<file path="src/rtl/renkon_ctrl_pool.sv">
// renkon_ctrl_pool: control pipeline for the 2x2 stride-2 max-pool stage.
// Tracks raster row/col of the incoming pixel stream and drives the pooling
// datapath (pair-max reset, line-buffer write/read, pooled-output enable),
// and regenerates begin/valid/end for the pooled stream.
//
// Ports:
//   clk, xrst             clock, synchronous active-high reset
//   in_begin/valid/end    pixel stream from the bias stage
//   fea_size              feature-map side length N (square)
//   pool_en               (RENKON_CTRL_POOL_BYPASS_EN only) 0 = pass-through
//   pool_first, buf_we,   d0 controls (1 cycle after input pixel)
//   buf_re, buf_addr,
//   pool_oe
//   out_begin/valid/end   d1 pooled stream (2 cycles after input)
//
// Optional feature macro: RENKON_CTRL_POOL_BYPASS_EN
module renkon_ctrl_pool #(
   parameter int LWIDTH = 5,
   parameter int BWIDTH = LWIDTH - 1
) (
   input  logic              clk,
   input  logic              xrst,
   input  logic              in_begin,
   input  logic              in_valid,
   input  logic              in_end,
   input  logic [LWIDTH-1:0] fea_size,
`ifdef RENKON_CTRL_POOL_BYPASS_EN
   input  logic              pool_en,
`endif
   output logic              pool_first,
   output logic              buf_we,
   output logic              buf_re,
   output logic [BWIDTH-1:0] buf_addr,
   output logic              pool_oe,
   output logic              out_begin,
   output logic              out_valid,
   output logic              out_end
);

   // frame tracking
   logic              armed_q, armed_d;
   logic [LWIDTH-1:0] col_q, col_d;
   logic [LWIDTH-1:0] row_q, row_d;

   // d0 stage
   logic              pf_q, pf_d;
   logic              we_q, we_d;
   logic              re_q, re_d;
   logic              oe_q, oe_d;
   logic [BWIDTH-1:0] addr_q, addr_d;
   logic              beg0_q, beg0_d;
   logic              end0_q, end0_d;

   // d1 stage
   logic              obeg_q;
   logic              oval_q;
   logic              oend_q;

   // combinational helpers
   logic [LWIDTH-1:0] col_c, row_c;
   logic [LWIDTH-1:0] last_c, lim_c;
   logic              pix_c, region_c, pool_on_c;

`ifdef RENKON_CTRL_POOL_BYPASS_EN
   assign pool_on_c = pool_en;
`else
   assign pool_on_c = 1'b1;
`endif

   always_comb begin
      // Nothing is produced after reset until a frame has begun;
      // a begin in this cycle arms the pixel arriving with it.
      armed_d = armed_q | in_begin;

      // A coincident begin makes this pixel (0,0).
      col_c = in_begin ? '0 : col_q;
      row_c = in_begin ? '0 : row_q;

      last_c = fea_size - 1'b1;
      // Pooled region edge 2*floor(N/2): drops the odd last row/col.
      lim_c  = {fea_size[LWIDTH-1:1], 1'b0};

      pix_c    = in_valid & armed_d;
      region_c = (col_c < lim_c) && (row_c < lim_c);

      col_d = col_c;
      row_d = row_c;
      if (pix_c) begin
         if (col_c == last_c) begin
            col_d = '0;
            row_d = (row_c == last_c) ? '0 : row_c + 1'b1;
         end else begin
            col_d = col_c + 1'b1;
         end
      end

      pf_d = 1'b0;
      we_d = 1'b0;
      re_d = 1'b0;
      oe_d = 1'b0;
      if (pix_c) begin
         if (!pool_on_c) begin
            pf_d = 1'b1;
            oe_d = 1'b1;
         end else if (region_c) begin
            pf_d = ~col_c[0];
            we_d = ~row_c[0] & col_c[0];
            re_d = row_c[0] & col_c[0];
            oe_d = row_c[0] & col_c[0];
         end
      end

      // Address only moves with an asserted control.
      if (pf_d | we_d | re_d | oe_d)
         addr_d = BWIDTH'(col_c >> 1);
      else
         addr_d = addr_q;

      beg0_d = in_begin;
      end0_d = in_end & armed_d;
   end

   always_ff @(posedge clk) begin
      if (xrst) begin
         armed_q <= 1'b0;
         col_q   <= '0;
         row_q   <= '0;
         pf_q    <= 1'b0;
         we_q    <= 1'b0;
         re_q    <= 1'b0;
         oe_q    <= 1'b0;
         addr_q  <= '0;
         beg0_q  <= 1'b0;
         end0_q  <= 1'b0;
         obeg_q  <= 1'b0;
         oval_q  <= 1'b0;
         oend_q  <= 1'b0;
      end else begin
         armed_q <= armed_d;
         col_q   <= col_d;
         row_q   <= row_d;
         pf_q    <= pf_d;
         we_q    <= we_d;
         re_q    <= re_d;
         oe_q    <= oe_d;
         addr_q  <= addr_d;
         beg0_q  <= beg0_d;
         end0_q  <= end0_d;
         obeg_q  <= beg0_q;
         oval_q  <= oe_q;
         oend_q  <= end0_q;
      end
   end

   assign pool_first = pf_q;
   assign buf_we     = we_q;
   assign buf_re     = re_q;
   assign buf_addr   = addr_q;
   assign pool_oe    = oe_q;
   assign out_begin  = obeg_q;
   assign out_valid  = oval_q;
   assign out_end    = oend_q;

endmodule

</file>
<file path="config.mk">
export PLATFORM = sky130hd
export DESIGN_NAME = renkon_ctrl_pool
export DESIGN_NICKNAME = d
export VERILOG_FILES = /design/src/rtl/renkon_ctrl_pool.sv
export SDC_FILE = /design/constraint.sdc
export NUM_CORES = 1
export LEC_CHECK = 0
export ABC_CLOCK_PERIOD_IN_PS = 3050
export CAP_MARGIN = 20
export CORE_MARGIN = 2
export CORE_UTILIZATION = 61
export DETAILED_ROUTE_END_ITERATION = 8
export DONT_BUFFER_PORTS = 1
export PLACE_DENSITY = 0.8
export SLEW_MARGIN = 0
export SYNTH_ARGS = -nofsm -noshare
export SYNTH_HDL_FRONTEND = slang
export SYNTH_SLANG_ARGS = --single-unit
</file>
<file path="constraint.sdc">
create_clock -name clk -period 3.05 [get_ports clk]
set_clock_uncertainty 0.05 [all_clocks]
set_input_delay 0.7625 -clock clk [delete_from_list [all_inputs] [get_ports clk]]
set_output_delay 0.7625 -clock clk [all_outputs]
set_load 0.02 [all_outputs]
</file>
* Word-level counts from Yosys, hierarchy flattened
Index checks and enable logic that the tools add are counted.
Operators by class: $add $sub $neg 3, $lt $le $gt $ge 2, equal/unequal tests 2, mux-type cells 13, bitwise gates (word level) 10, reduce and logical (&&, ||, !) cells 1
Operators by type and width (count):
- 5-bit 2-to-1 mux | 7
- 5-bit by 1-bit adder with 5-bit output (second input constant) | 2
- 5-bit equality test | 2
- 5-bit less-than comparator | 2
- 1-bit 2-to-1 mux | 6
- 5-bit by 1-bit subtractor with 5-bit output (second input constant) | 1
- 1-bit AND | 4
- 1-bit OR | 4
- 1-bit NOT | 2
- 1-bit logical AND | 1
Storage, ports and cells: bits in registers 23, word-level logic and storage cells 43

* Logic depth before layout (Yosys ltp)
Gate-level depths: netlist of the first run.
depth in word-level cells 8, gate-level depth with buffers 10, depth with buffers taken out 8

* Worst setup path after synthesis of the first run
Ideal clock, no wire load.
kind input port to flip-flop, start point input port fea_size[0], end point register row_q[3], setup time 0.121 ns, arrival time 2.640 ns, required time 2.879 ns, path slack 0.239 ns, stages 10, path buffers 2, cells stage by stage buf_2 inv_1 ha_1 xnor2_1 or3_1 a21o_1 a2111oi_4 buf_6 a21boi_1 o22ai_1
Between the ends: cells in the longest elaborated chain, start to end 5, elaborated cells between the ends (all ways) 6
RTL lines:
- start, declared | line 26 | input logic [LWIDTH-1:0] fea_size,
- 5-bit by 1-bit subtractor with 5-bit output * | line 79 | last_c = fea_size - 1'b1;
- 5-bit equality test | line 91 | row_d = (row_c == last_c) ? '0 : row_c + 1'b1;
- 5-bit 2-to-1 mux | line 91
- 5-bit 2-to-1 mux * | line 89 | if (col_c == last_c) begin
- 5-bit 2-to-1 mux * | line 88 | if (pix_c) begin
- end signal, assigned | line 141 | row_q <= row_d;
- end, declared | line 43 | logic [LWIDTH-1:0] row_q, row_d;
Every way passes the cells marked *; elsewhere a longest branch is shown, timed or not. A chain may end at the register's enable or synchronous reset.

* Final worst setup path of the first run
Ends and elaborated chain as after synthesis.

==> results.md, run 1 <==
- The number of antenna violations at the first check in global routing came to 0.
- The number of synthesized flops with an enable pin is 0.
- Detailed placement finished with a half-perimeter wire length of 2150 um.
- The final number of hold-violating endpoints is 0.
- The arrival time of data at the critical path endpoint is 2.76 ns.
- The largest net degree at the start of global routing is 24.
- The share of total power dissipated in the clock network is 0.273.
- Internal power comes to 382 uW.
- Yosys attributes the largest share of cell area to dfxtp_1, nor2b_1, xnor2_1.
- The parity-gate share of the synthesized area counting xor and xnor cells is 0.0963.
- The analysis attributes to cell leakage a power of 0.497 nW.
- The number of buffers inserted for hold repair after clock tree synthesis is 0.
- The worst-path cell with the longest stage delay is a2111oi_4.
- The number of global-route vias before repair was 1,116.
- Clock-pin slew was measured on the worst setup and hold paths at 0.12 ns.
- The multiplexer share of the synthesized area is 0.00734.
- The site row count is 17.
- The area share of the largest cell type after synthesis is 0.338.
- The count of buffer and inverter cells on the critical path is 1.
- The unique cell type count in the Yosys netlist is 40.
- The total of max-cap violations is 0.
- After detailed routing, the number of remaining DRC violations is 0.
- Setup violations remaining at the end of the flow were counted as 0.
- The area added between synthesis and finish is 1.65%.
- The full die area is 2630 um2.
- The largest stage delay on the critical path is 0.59 ns.
- The total overflow left after global routing is 0.
- The CTS tree is built.
- The proportion of power drawn by combinational gates is 0.117.
- The clock latency reported for the late side of the worst-skew pair is 0.32 ns.
- The synthesized-area fraction occupied by adder cells is 0.0532.
- The cell class contributing the biggest share of worst-path delay is compound AO/OA/AOI/OAI gates.
- The actual transition at the worst max-transition pin is 0.553 ns.
- Pin placement for this block handled 21 I/O pins.
- The power density over the cells is 370 nW/um2.
- The sequential power share is 0.609.
- The global-route usage over all layers is 0.247.
- STA classifies the critical path endpoint as a flip-flop.
- The primary flip-flop cell chosen by synthesis mapping is dfxtp_1.
- Buffers inserted during clock tree synthesis total 3.
- Counting every instance in the synthesized netlist gives 165.
- The count of buffers added by post-CTS timing repair for setup is 0.
- Of all cell types, the one taking the most synthesized area is dfxtp_1.
- The first global-routing pass estimated 4750 um of wire.
- The run finished with clean final reports.
- The residual antenna-violating net count after detailed routing is 0.
- A synthesized cell averages 8.27 um2.
- For the worst setup path, the data required time is 3.21 ns.
- The worst hold-check path type is reg2reg.
- In this run the worst path has a maximum fanout of 11.
- The signal on the critical path passes through inv_1, ha_1, xnor2_1, or3_1, a21o_1, a2111oi_4, a21boi_1, o22ai_1.
- After synthesis, the largest family of logic cells by area is simple AND/OR/NAND/NOR gates.
- Before antenna repair, the detailed router went through 5 iterations.
- The worst slew margin relative to its limit is 0.627.
- Using the TritonRoute via totals, the vias-per-cell ratio works out to 5.96.
- Setup repair after global routing left no endpoint under its margin.
- The buffer depth of the longest clock path is 2.
- The most frequently used cell type in the post-synthesis netlist is dfxtp_1.
- The horizontal die dimension is 51.3 um.
- The number of I/O port buffers is 0.
- The simple-gate share of the synthesized area is 0.285.
- The number of vias after detailed routing is 1,126.
- In the final layout, the share of cells above drive strength 1 is 0.0497.
- The maximum level of the CTS H-tree is 1.
- For this design the total switching power over the nets is 131 uW.
- The sequential area share after synthesis is 0.338.
- After the last flow step, the layout net total stands at 177.
- The number of sinks handled by clock tree synthesis is 23.
- The placeable core area is 2170 um2.
- The congestion estimate from routability-driven global placement came to 0.813.
- The Yosys step of the flow raised 0 warnings.
- After the first detailed-routing iteration, the DRC count stood at 22.
- Summed over all layers, the routed wires come to 2880 um.
- Timing would allow up to 0.386 GHz.
- The height of the chip is 51.3 um.
- The repair_antennas step left the layout with diodes totalling 0.
- In the final routed layout, each cell accounts on average for 15.3 um.
- The category of the critical setup timing path is in2reg.
- The cell chosen for the clock root is clkbuf_4.
- The area fraction in compound gates after synthesis is 0.161.
- Setup total negative slack on the finished layout was measured at 0 ns.
- The worst-case IR drop observed on VDD is 325 uV.
- The clock period minus worst slack is 2.59 ns.
- The initial core utilization is 0.629.
- The count of instances resized after the clock tree is built is 0.
- Sorting the synthesized cells by how often they occur yields dfxtp_1, nor2b_1, nor2_1.
- The number of synthesized register bits is 23.
- The overall power of the completed layout is 513 uW.
- Of all flip-flops after synthesis, the portion carrying an async set or reset was 0.
- The ratio of final minimum period to clock period is 0.850.
- The final number of max-transition violations is 0.
- The cell area after synthesis is 1360 um2.
- The number of nets in the synthesized netlist is 180.
- Of the total power, the share spent switching nets is 0.255.
- The startpoint kind of the worst setup timing path is an input pin.
==> cell usage in the layout (no fill, tap or decap), types with 3 or more instances in the layout <==
cell	instances
xor2_1	5
nand2b_1	7
nor3_1	6
a31oi_1	3
clkbuf_4	3
nand4_1	4
xnor2_1	10
inv_1	9
nor2_1	11
o21a_1	3
nor2b_1	15
ha_1	5
nand2_1	5
dfxtp_1	23
a21oi_1	6
o21ai_0	9
nand3_1	10
==> logic make-up after synthesis <==
kind of cell    Yosys count
mux                       1
flops                    23
buf+inv                  18
xor+xnor                 15
fa+ha+maj                 6
simple gates             70
compound gates           32
==> registers in the layout, summed over array words and instances (netlist names) <==
name and flops:
armed_q 1, beg0_q 1, buf_addr 4, buf_we 1, col_q 5, end0_q 1
out_begin 1, out_end 1, out_valid 1, pool_first 1, pool_oe 1, row_q 5
==> area by class of cell <==
cell class / count / area (um2)
Multi-Input combinational cell: 124 / 822
Clock inverter: 1 / 5.00
Sequential cell: 23 / 460
Fill cell: 206 / 783
Timing Repair Buffer: 1 / 7.51
Clock buffer: 3 / 22.5
Tap cell: 28 / 35.0
Inverter: 9 / 33.8
==> power by group through the flow <==
stage	registers, mW	clock network, mW	logic, mW
2_1_floorplan	0.318	0	0.0569
3_3_place_gp	0.319	0	0.0568
3_5_place_dp	0.319	0	0.0593
4_1_cts	0.313	0.144	0.0596
5_1_grt	0.313	0.156	0.0664
6_report	0.312	0.140	0.0601
==> metrics by stage <==
| step | utilization | setup WS [ns] | std cells | hold slack, ns | instance area [um2] |
|---|---|---|---|---|---|
| after floorplan | - | 0.239 | 165 | 0.364 | 1360 |
| after global placement | 0.626 | 0.264 | 185 | 0.367 | 1360 |
| after detailed placement | 0.626 | 0.127 | 185 | 0.382 | 1360 |
| after CTS | 0.639 | 0.473 | 189 | 0.406 | 1390 |
| after global routing | 0.639 | 0.334 | 189 | 0.412 | 1390 |
| final | 0.639 | 0.457 | 189 | 0.403 | 1390 |
==> final timing paths <==
path,from,endpoint,slack (ns),cells past startpoint
setup / recovery,fea_size[0],row_q[3],0.46,8
hold / removal,end0_q,out_end,0.40,1
setup reg to reg,col_q[2],row_q[3],0.84,6
hold reg to reg,end0_q,out_end,0.40,1
==> routing by layer <==
layer / vias to the layer above / GRT usage / share of wire
li1: 562 / - / -
met4: 0 / 0.162 / 0.021
met5: - / 0 / 0
met3: 4 / 0.0556 / 0.041
met2: 23 / 0.431 / 0.51
met1: 537 / 0.266 / 0.42
Power figures use the tool's default switching activity.
==> inputs of run 2 (changes only) <==
- CORE_MARGIN: 2 -> unset
- TNS_END_PERCENT: unset -> 5
==> results.md, run 2 (same netlist as run 1, synthesis figures left out) <==
- The number of I/O port buffers is 0.
- The area growth from synthesis to layout is 1.56%.
- The routed design could run at a clock period as short as 2.55 ns.
- Entering global routing, the biggest net connects 24 pins.
- The number of search-and-repair iterations in the first detailed-routing pass is 5.
- The origin of the worst min-delay path is beg0_q.
- The clock net in this run drives a total of 23 sinks.
- The startpoint of the worst register-to-register path is col_q[2].
- The net switching fraction of the power is 0.262.
- Overall power consumption after layout is estimated at 517 uW.
- The horizontal die dimension is 49.3 um.
- The total of max-cap violations is 0.
- The first global-routing pass estimated 4920 um of wire.
- The height of the chip is 49.3 um.
- The residual antenna-violating net count after detailed routing is 0.
- The critical path goes through inv_1, ha_1, xnor2_1, or3_1, a21o_1, a2111oi_4, a21boi_1, o22ai_1.
- Once the clock tree was built, the setup fixing pass inserted 0 buffers.
- The cell class contributing the biggest share of worst-path delay is compound AO/OA/AOI/OAI gates.
- The category of the critical setup timing path is in2reg.
- After clock tree synthesis, the clock-pin slew on the worst setup and hold paths is 0.13 ns.
- The placeable core area is 2020 um2.
- The routed length on met1 is 1220 um.
- The number of global-route vias before repair is 1,103.
- The number of fill cells is 168.
- After detailed routing, the number of remaining DRC violations is 0.
- The maximum level of the CTS H-tree is 1.
- VDD sags by at most 280 uV.
- The worst slack after detailed placement is 0.177 ns.
- The post-layout utilization of the core is 0.685.
- For this design the static power due to leakage is 0.497 nW.
- The final setup violation count is 0.
- The initial utilization of the core area, before any placement, comes to 0.675.
- The routed design uses 188 um of met3 wire.
- For this design, the CTS-stage hold fixing added 0 buffers.
- After the last flow step, the layout net total stands at 177.
- The beginning of the critical path is fea_size[0].
- Detailed placement finished with a half-perimeter wire length of 2080 um.
- The data required time at the worst endpoint is 3.23 ns.
- The ratio of routed vias to standard cells is 6.05.
- The clock group share of total power is 0.282.
- At the end of routability-driven placement, the weighted congestion stood at 0.850.
- The worst hold-check path type is reg2reg.
- The floorplan step defined a die boundary enclosing 2430 um2.
- The actual transition at the worst max-transition pin is 0.586 ns.
- The number of vias after detailed routing is 1,137.
- The share of post-route cells with drive strength above 1 is 0.0497.
- The ratio of final minimum period to clock period is 0.835.
- Power spread over the standard cell area amounts to 373 nW/um2.
- Summed over all layers, the routed wires come to 2790 um.
- For this design the total switching power over the nets is 135 uW.
- The met2 layer wire length in the routed design is 1310 um.
- Data on the critical path arrives at its endpoint at 2.72 ns.
- The routed length per instance is 14.9 um.
- The final critical-path setup slack is 0.504 ns.
- Setup repair after global routing left no endpoint under its margin.
- During I/O placement, the number of pins put on the boundary was 21.
- The flow ran to the end, and the final reports show no timing, DRC or antenna violations.
- Hold is met by 0.403 ns.
- The site row count is 16.
- The peak clock frequency supported by timing is 0.393 GHz.
- In this run, post-CTS repair resized a total of 0 instances.
- In the layout the commonest cells are dfxtp_1, nor2b_1, nor2_1.
- The startpoint kind of the worst setup timing path is an input pin.
- The clock reaches the later pin of the worst-skew pair after 0.32 ns.
- The final number of hold-violating endpoints is 0.
- The kind of end point of the critical path is a flip-flop.
- The highest signal layer in the routed design is met4.
- The final setup TNS is 0 ns.
- The sequential power share is 0.604.
- The final number of max-transition violations came to 0.
- The library cell used most frequently in the layout, excluding fill and tap cells, is dfxtp_1.
- The iteration-0 DRC count of the detailed router is 27.
- Measured against its own limit, the worst slew margin works out to 0.605.
- The CTS tree is built.
- Counting the buffers created by CTS gives 3.
- Counting both buffers and inverters, the worst setup path holds a total of 1.
- The number of antenna violations at the first check in global routing is 0.
- The proportion of power drawn by combinational gates is 0.114.
- The longest clock path from root to sink contains 2 buffers.
- Across every metal layer, demand over resource in global routing totals 0.266.
- The cell chosen for the clock root is clkbuf_4.
- The internal power is 382 uW.
- The slowest stage of the critical path belongs to the cell a2111oi_4.
- The largest stage delay on the critical path is 0.60 ns.
- Along the worst path, the maximum fanout reaches 11.
- After global routing the overflow that remains totals 0.
- The repair_antennas step left the layout with diodes totalling 0.
==> run 2: metrics by stage <==
step / area (um2) / cells
floorplan: 1360 / 165
global placement: 1360 / 184
detailed placement: 1360 / 184
CTS: 1390 / 188
global route: 1390 / 188
finish: 1390 / 188
==> run 2: worst paths after layout <==
| path | end | slack (ns) | depth (start not counted) |
|---|---|---|---|
| hold reg to reg | out_begin | 0.40 | 1 |
| setup / recovery | row_q[3] | 0.50 | 8 |
| hold / removal | out_begin | 0.40 | 1 |
| setup reg to reg | row_q[3] | 0.88 | 6 |
==> run 2: area by class of cell <==
class,count,area [um2],area share
multi-input combinational,124,822,0.593
tap,27,33.8,0.0244
inverter,9,33.8,0.0244
timing repair buffer,1,7.51,0.00542
sequential,23,460,0.332
clock inverter,1,5.00,0.00361
clock buffer,3,22.5,0.0163
==> run 2: per-layer routing <==
layer,global-route usage,up-vias
li1,-,567
met1,0.351,516
met2,0.406,47
met3,0.0561,7
met4,0.132,0
met5,0,-
==> run 2: power groups by stage <==
| stage | sequential [mW] | clock [mW] | combinational (mW) |
|---|---|---|---|
| after global routing | 0.313 | 0.159 | 0.0663 |
| after global placement | 0.319 | 0 | 0.0564 |
| after CTS | 0.312 | 0.152 | 0.0591 |
| after floorplan | 0.318 | 0 | 0.0569 |
| final | 0.312 | 0.146 | 0.0592 |
| after detailed placement | 0.319 | 0 | 0.0587 |
